--- src/rtl/alu_spi_sequencer.sv ---
// alu_spi_sequencer: fetches two operands from a register file, ships
// {opcode, opA, opB} to an external ALU over an SPI mode-0 link, collects the
// serial result and writes it back to the register file.
module alu_spi_sequencer #(
    parameter int DATA_W     = 32,
    parameter int REG_ADDR_W = 10,
    parameter int SCLK_DIV   = 2
) (
    input  logic                        clock,
    input  logic                        reset,
    input  logic [2+3*REG_ADDR_W-1:0]   instr,
    input  logic                        instr_valid,
    output logic                        instr_ready,
    output logic                        busy,
    output logic                        done,
    output logic [REG_ADDR_W-1:0]       rf_raddr,
    input  logic [DATA_W-1:0]           rf_rdata,
    output logic                        rf_we,
    output logic [REG_ADDR_W-1:0]       rf_waddr,
    output logic [DATA_W-1:0]           rf_wdata,
    output logic                        spi_cs_n,
    output logic                        spi_sclk,
    output logic                        spi_mosi,
    input  logic                        spi_miso
);

    localparam int INSTR_W   = 2 + 3*REG_ADDR_W;
    localparam int HOLD_W    = 2 + 2*REG_ADDR_W;   // opcode, regB, rd
    localparam int TX_W      = 2 + 2*DATA_W;
    localparam int PERIODS   = 3*DATA_W + 2;
    localparam int RX_FIRST  = 2*DATA_W + 2;       // first result period, 0-based
    localparam int BIT_CNT_W = $clog2(PERIODS + 1);
    localparam int DIV_CNT_W = $clog2(SCLK_DIV + 1);

    typedef enum logic [2:0] {
        ST_IDLE  = 3'd0,
        ST_RD_A  = 3'd1,
        ST_RD_B  = 3'd2,
        ST_LATCH = 3'd3,
        ST_XFER  = 3'd4,
        ST_WB    = 3'd5
    } state_t;

    state_t                 state_r;
    state_t                 state_s;
    logic [HOLD_W-1:0]      instr_r;
    logic [DATA_W-1:0]      opa_r;
    logic [TX_W-1:0]        tx_r;
    logic [DATA_W-1:0]      rx_r;
    logic [DIV_CNT_W-1:0]   div_cnt_r;
    logic [BIT_CNT_W-1:0]   bit_cnt_r;
    logic [1:0]             opcode_s;
    logic [REG_ADDR_W-1:0]  rb_s;
    logic [REG_ADDR_W-1:0]  rd_s;
    logic                   half_end_s;
    logic                   fall_s;
    logic                   last_s;

    assign opcode_s   = instr_r[HOLD_W-1 -: 2];
    assign rb_s       = instr_r[2*REG_ADDR_W-1 -: REG_ADDR_W];
    assign rd_s       = instr_r[REG_ADDR_W-1:0];
    assign half_end_s = (div_cnt_r == DIV_CNT_W'(SCLK_DIV - 1));
    assign fall_s     = (state_r == ST_XFER) && half_end_s && spi_sclk;
    assign last_s     = (bit_cnt_r == BIT_CNT_W'(PERIODS - 1));
    assign spi_mosi   = tx_r[TX_W-1];

    // Next-state decode of the operation sequence
    always_comb begin
        state_s = state_r;
        case (state_r)
            ST_IDLE: begin
                if (instr_valid) begin
                    state_s = ST_RD_A;
                end else begin
                    state_s = ST_IDLE;
                end
            end
            ST_RD_A:  state_s = ST_RD_B;
            ST_RD_B:  state_s = ST_LATCH;
            ST_LATCH: state_s = ST_XFER;
            ST_XFER: begin
                if (fall_s && last_s) begin
                    state_s = ST_WB;
                end else begin
                    state_s = ST_XFER;
                end
            end
            ST_WB:    state_s = ST_IDLE;
            default:  state_s = ST_IDLE;
        endcase
    end

    // State register
    always_ff @(posedge clock or negedge reset) begin
        if (!reset) begin
            state_r <= ST_IDLE;
        end else begin
            state_r <= state_s;
        end
    end

    // Handshake, write strobe and chip select registered from the next state
    always_ff @(posedge clock or negedge reset) begin
        if (!reset) begin
            instr_ready <= 1'b1;
            busy        <= 1'b0;
            done        <= 1'b0;
            rf_we       <= 1'b0;
            spi_cs_n    <= 1'b1;
        end else begin
            instr_ready <= (state_s == ST_IDLE);
            busy        <= (state_s != ST_IDLE);
            done        <= (state_s == ST_WB);
            rf_we       <= (state_s == ST_WB);
            spi_cs_n    <= (state_s != ST_XFER);
        end
    end

    // Instruction capture, operand read addressing and write-back data
    always_ff @(posedge clock or negedge reset) begin
        if (!reset) begin
            instr_r  <= '0;
            opa_r    <= '0;
            rf_raddr <= '0;
            rf_waddr <= '0;
            rf_wdata <= '0;
        end else begin
            case (state_r)
                ST_IDLE: begin
                    if (instr_valid) begin
                        instr_r  <= {instr[INSTR_W-1 -: 2], instr[2*REG_ADDR_W-1:0]};
                        rf_raddr <= instr[3*REG_ADDR_W-1 -: REG_ADDR_W];
                    end
                end
                ST_RD_A: rf_raddr <= rb_s;
                ST_RD_B: opa_r    <= rf_rdata;
                ST_XFER: begin
                    if (state_s == ST_WB) begin
                        rf_waddr <= rd_s;
                        rf_wdata <= rx_r;
                    end
                end
                default: ;
            endcase
        end
    end

    // SPI mode-0 engine: SCLK divider, MOSI shift-out, MISO shift-in
    always_ff @(posedge clock or negedge reset) begin
        if (!reset) begin
            tx_r      <= '0;
            rx_r      <= '0;
            div_cnt_r <= '0;
            bit_cnt_r <= '0;
            spi_sclk  <= 1'b0;
        end else if (state_r == ST_LATCH) begin
            // opB is taken straight from the read port into the frame
            tx_r      <= {opcode_s, opa_r, rf_rdata};
            rx_r      <= '0;
            div_cnt_r <= '0;
            bit_cnt_r <= '0;
            spi_sclk  <= 1'b0;
        end else if (state_r == ST_XFER) begin
            if (half_end_s) begin
                div_cnt_r <= '0;
                spi_sclk  <= ~spi_sclk;
                if (!spi_sclk) begin
                    // rising SCLK: only the trailing DATA_W periods carry the result
                    if (bit_cnt_r >= BIT_CNT_W'(RX_FIRST)) begin
                        rx_r <= {rx_r[DATA_W-2:0], spi_miso};
                    end
                end else begin
                    // falling SCLK: advance MOSI, zeros fill in behind the frame
                    tx_r      <= {tx_r[TX_W-2:0], 1'b0};
                    bit_cnt_r <= bit_cnt_r + BIT_CNT_W'(1);
                end
            end else begin
                div_cnt_r <= div_cnt_r + DIV_CNT_W'(1);
            end
        end else begin
            spi_sclk <= 1'b0;
        end
    end

endmodule

--- config.mk ---
export PLATFORM = sky130hd
export DESIGN_NAME = alu_spi_sequencer
export DESIGN_NICKNAME = d
export VERILOG_FILES = /design/src/rtl/alu_spi_sequencer.sv
export SDC_FILE = /design/constraint.sdc
export NUM_CORES = 1
export LEC_CHECK = 0
export ABC_AREA = 1
export CORE_MARGIN = 3
export CORE_UTILIZATION = 30
export DETAILED_ROUTE_END_ITERATION = 10
export PLACE_DENSITY_LB_ADDON = 0.15
export SLEW_MARGIN = 5
export SYNTH_ARGS = -nofsm -noshare
export SYNTH_HDL_FRONTEND = slang
export SYNTH_SLANG_ARGS = --single-unit
--- constraint.sdc ---
create_clock -name clock -period 1.9 [get_ports clock]
set_input_delay 0.285 -clock clock [delete_from_list [all_inputs] [get_ports clock]]
set_output_delay 0.285 -clock clock [all_outputs]
set_load 0.02 [all_outputs]
==> results of run 1 <==
final timing paths:
| kind | from | to | slack (ns) | cells past startpoint |
|---|---|---|---|---|
| max | rf_wdata[4] | rf_wdata[4] | 0.1 | 1 |
| min | reset | rx_r[15] | 0.22 | 2 |
| max reg2reg | bit_cnt_r[1] | rf_wdata[7] | 0.29 | 8 |
| min reg2reg | instr_r[1] | rf_waddr[1] | 0.47 | 2 |
| max in group asynchronous | reset | tx_r[18] | 1.02 | 3 |
| min in group clock | instr[6] | instr_r[6] | 0.30 | 3 |
repair_timing:
item,in CTS,in global routing
cloned,0,0
setup endpoints to repair,2,2
hold buffers,1,0
endpoints found under the hold margin,154,0
resized for setup,2,2
cell usage after synthesis, types with 4 or more instances:
master,instances
nand2_1,592
dfrtp_1,219
inv_1,86
o21ai_0,83
nand3_1,54
nor2_1,41
buf_2,27
o21ai_1,17
clkbuf_1,16
buf_4,13
nand4_1,8
buf_6,7
inv_2,4
o21ai_2,4
sequential cells by signal, indices dropped and copies added (netlist names):
name / count
rf_raddr: 10
div_cnt_r: 2
spi_cs_n: 1
instr_ready: 1
spi_sclk: 1
instr_r: 22
tx_r: 66
rf_waddr: 10
rx_r: 32
opa_r: 32
rf_we: 1
bit_cnt_r: 7
state_r: 3
busy: 1
rf_wdata: 32
worst register-to-register path, stage by stage, from the launching register on:
cell and delay (ns):
dfrtp_1 0.43, inv_1 0.10, ha_1 0.14, nand2_1 0.05, nor2_1 0.17, nand2_4 0.16, buf_12 0.22, nand2_1 0.13
o21ai_0 0.08
per-stage QoR:
| step | std cells | setup WS, ns | hold slack [ns] | instance area [um2] | power, mW |
|---|---|---|---|---|---|
| 6_report | 1727 | 0.09800 | 0.2211 | 12240 | 10.12 |
| 5_1_grt | 1727 | 0.04158 | 0.2285 | 12240 | 10.60 |
| 4_1_cts | 1727 | 0.009421 | 0.2102 | 12240 | 10.33 |
| 3_5_place_dp | 1679 | 0.3003 | 0.1654 | 11390 | 5.368 |
| 3_3_place_gp | 1679 | 0.3016 | 0.1688 | 11390 | 5.366 |
| 2_1_floorplan | 1193 | 0.4132 | -0.01059 | 9662 | 5.058 |
layout make-up:
| class | instances | area, um2 |
|---|---|---|
| Clock buffer | 44 | 799.5 |
| Timing Repair Buffer | 149 | 1607 |
| Clock inverter | 3 | 40.04 |
| Multi-Input combinational cell | 818 | 3421 |
| Fill cell | 3297 | 19400 |
| Sequential cell | 221 | 5533 |
| Tap cell | 402 | 503.0 |
| Inverter | 90 | 337.8 |
kinds of logic after synthesis:
family / count (synthesis)
adder cells (fa/ha/maj): 3
XOR/XNOR: 1
AO/OA/AOI/OAI: 110
flip-flops: 221
AND/OR/NAND/NOR: 704
buffers and inverters: 154
power by group:
group	total [mW]	switching (mW)	internal, mW
combinational	0.420	0.211	0.209
clock	4.85	1.87	2.97
sequential	4.85	0.0485	4.80
total	10.1	2.13	7.98
metal layers:
layer	share of wire, %	vias to the layer above	routed length, um	GRT usage [%]
met5	0	-	0	0
met4	1.8	0	390	2.911
met3	3.4	32	760	1.954
met2	44	108	9840	20.46
met1	50	3440	11140	19.02
li1	-	3883	-	-
==> flow_summary.yaml, run 1 <==
run_status:
  status: "finished, final reports clean"
worst_setup_path:
  worstPathArrival_ns: 1.52
  critical_path_class: "flip-flop to output pin"
  cp_top_family: "buffers and inverters"
  crit_path_max_incr_delay_ns: 0.62
  path_max_fanout: 2
  critPathLaunchType: "flip-flop"
  required_ns: 1.62
  worst_setup_path_end_kind: "output pin"
  crit_buf_inv: 1
  worstPathCellList: "clkdlybuf4s50_1"
  critPathSlowestCell: "clkdlybuf4s50_1"
synth:
  ys_top_cells_by_area: "dfrtp_1, nand2_1, o21ai_0"
  ys_seq_area_share_pct: 57.26
  synth_compound_area_share_pct: 5.918
  synth_fp_nets: 1264
  async_reset_ff_share_pct: 100.0
  muxShareOfSynthArea_pct: 0
  synth-seq-cells: 221
  synth_top_family_by_area: "simple AND/OR/NAND/NOR gates"
  synth_flop_cell: "dfrtp_1"
  synth-edff-count: 0
  syn-instance-count: 1193
  synth_simple_gate_area_share_pct: 28.96
  syn_area_per_cell_um2: 8.099
  synth_fa_ha_area_share_pct: 0.3885
  synth_top_area_share_pct: 56.72
  synthXorXnorAreaFrac_pct: 0.09065
  ys_warn_count: 0
  synth_cell_type_count: 27
  synth_top_area_cell: "dfrtp_1"
  syn-cell-area_um2: 9662
min_path:
  hold_path.class: "primary input to async pin"
die:
  die_y_um: 185.5
  initial_core_util_pct: 30.54
  ios: 127
  fp.dieArea_um2: 34400
  core_area_um2: 31640
  rows: 65
  die_w_um: 185.5
layout:
  drive_gt1_share_pct: 5.962
  nets: 1377
  final_common_cell: "nand2_1"
  mostFrequentLayoutCells: "nand2_1, dfrtp_1, clkdlybuf4s50_1"
  antenna_cells: 0
  area_growth_syn_to_layout_pct: 26.69
  final_util_pct: 38.69
placed_design:
  gp_congestion: 0.7181
  place_hpwl_mm: 13.90
  port_buffers: 126
clocking:
  numCtsBuffers: 26
  cts_tree: "built"
  htreeDepth: 1
  clockBufferDepth: 3
  cts_setup_buffers: 0
  root_buffer: "clkbuf_16"
  clk_pin_slew_ns: 0.05
  clock_latency_ns: 0.52
  cts_sinks: 221
detailed_routing:
  drtIter0Drc: 430
  drc: 0
  dr.pass1.iters: 4
  wl_per_cell_um: 12.81
  drt-total-wl_mm: 22.13
  vias_per_cell: 4.321
  num_vias: 7463
  antenna_left: 0
power_and_ir_drop:
  cellPowerDensity_nw_per_um2: 826.5
  worst_ir_drop_vdd_v: 0.0005615
  p_leak_nw: 6.253
global_routing:
  grt_pass1_vias: 7245
  grt_overflow_total: 0
  grt_usage_pct: 12.99
  grt_max_degree: 77
  antenna_found_initial: 0
  grt_pass1_wl_mm: 37.09
flow_run:
  drv_cap: 0
timing:
  min_period_over_period_pct: 94.84
  worst_slew_pin_slew_ns: 0.4045
  setup_viol: 0
  fin_crit_ns: 1.802
  finalHoldViolations: 0
  setup_tns_ns: 0
  relSlewSlack_pct: 73.00
  finClkSkew_ns: 0.01511
  rsz0062_at_grt: "no"
  slew_viol_final: 0
  clock.fmax_mhz: 554.9
No activity file was read; power rests on OpenSTA's default activity.
==> run 2: changes to the inputs <==
--- a/config.mk
+++ b/config.mk
@@ -10,7 +10,7 @@
 export CORE_UTILIZATION = 30
 export DETAILED_ROUTE_END_ITERATION = 10
 export PLACE_DENSITY_LB_ADDON = 0.15
-export SLEW_MARGIN = 5
+export SLEW_MARGIN = 25
 export SYNTH_ARGS = -nofsm -noshare
 export SYNTH_HDL_FRONTEND = slang
 export SYNTH_SLANG_ARGS = --single-unit
==> results of run 2 <==
Final layout, timing and power as in run 1 (identical DEF).
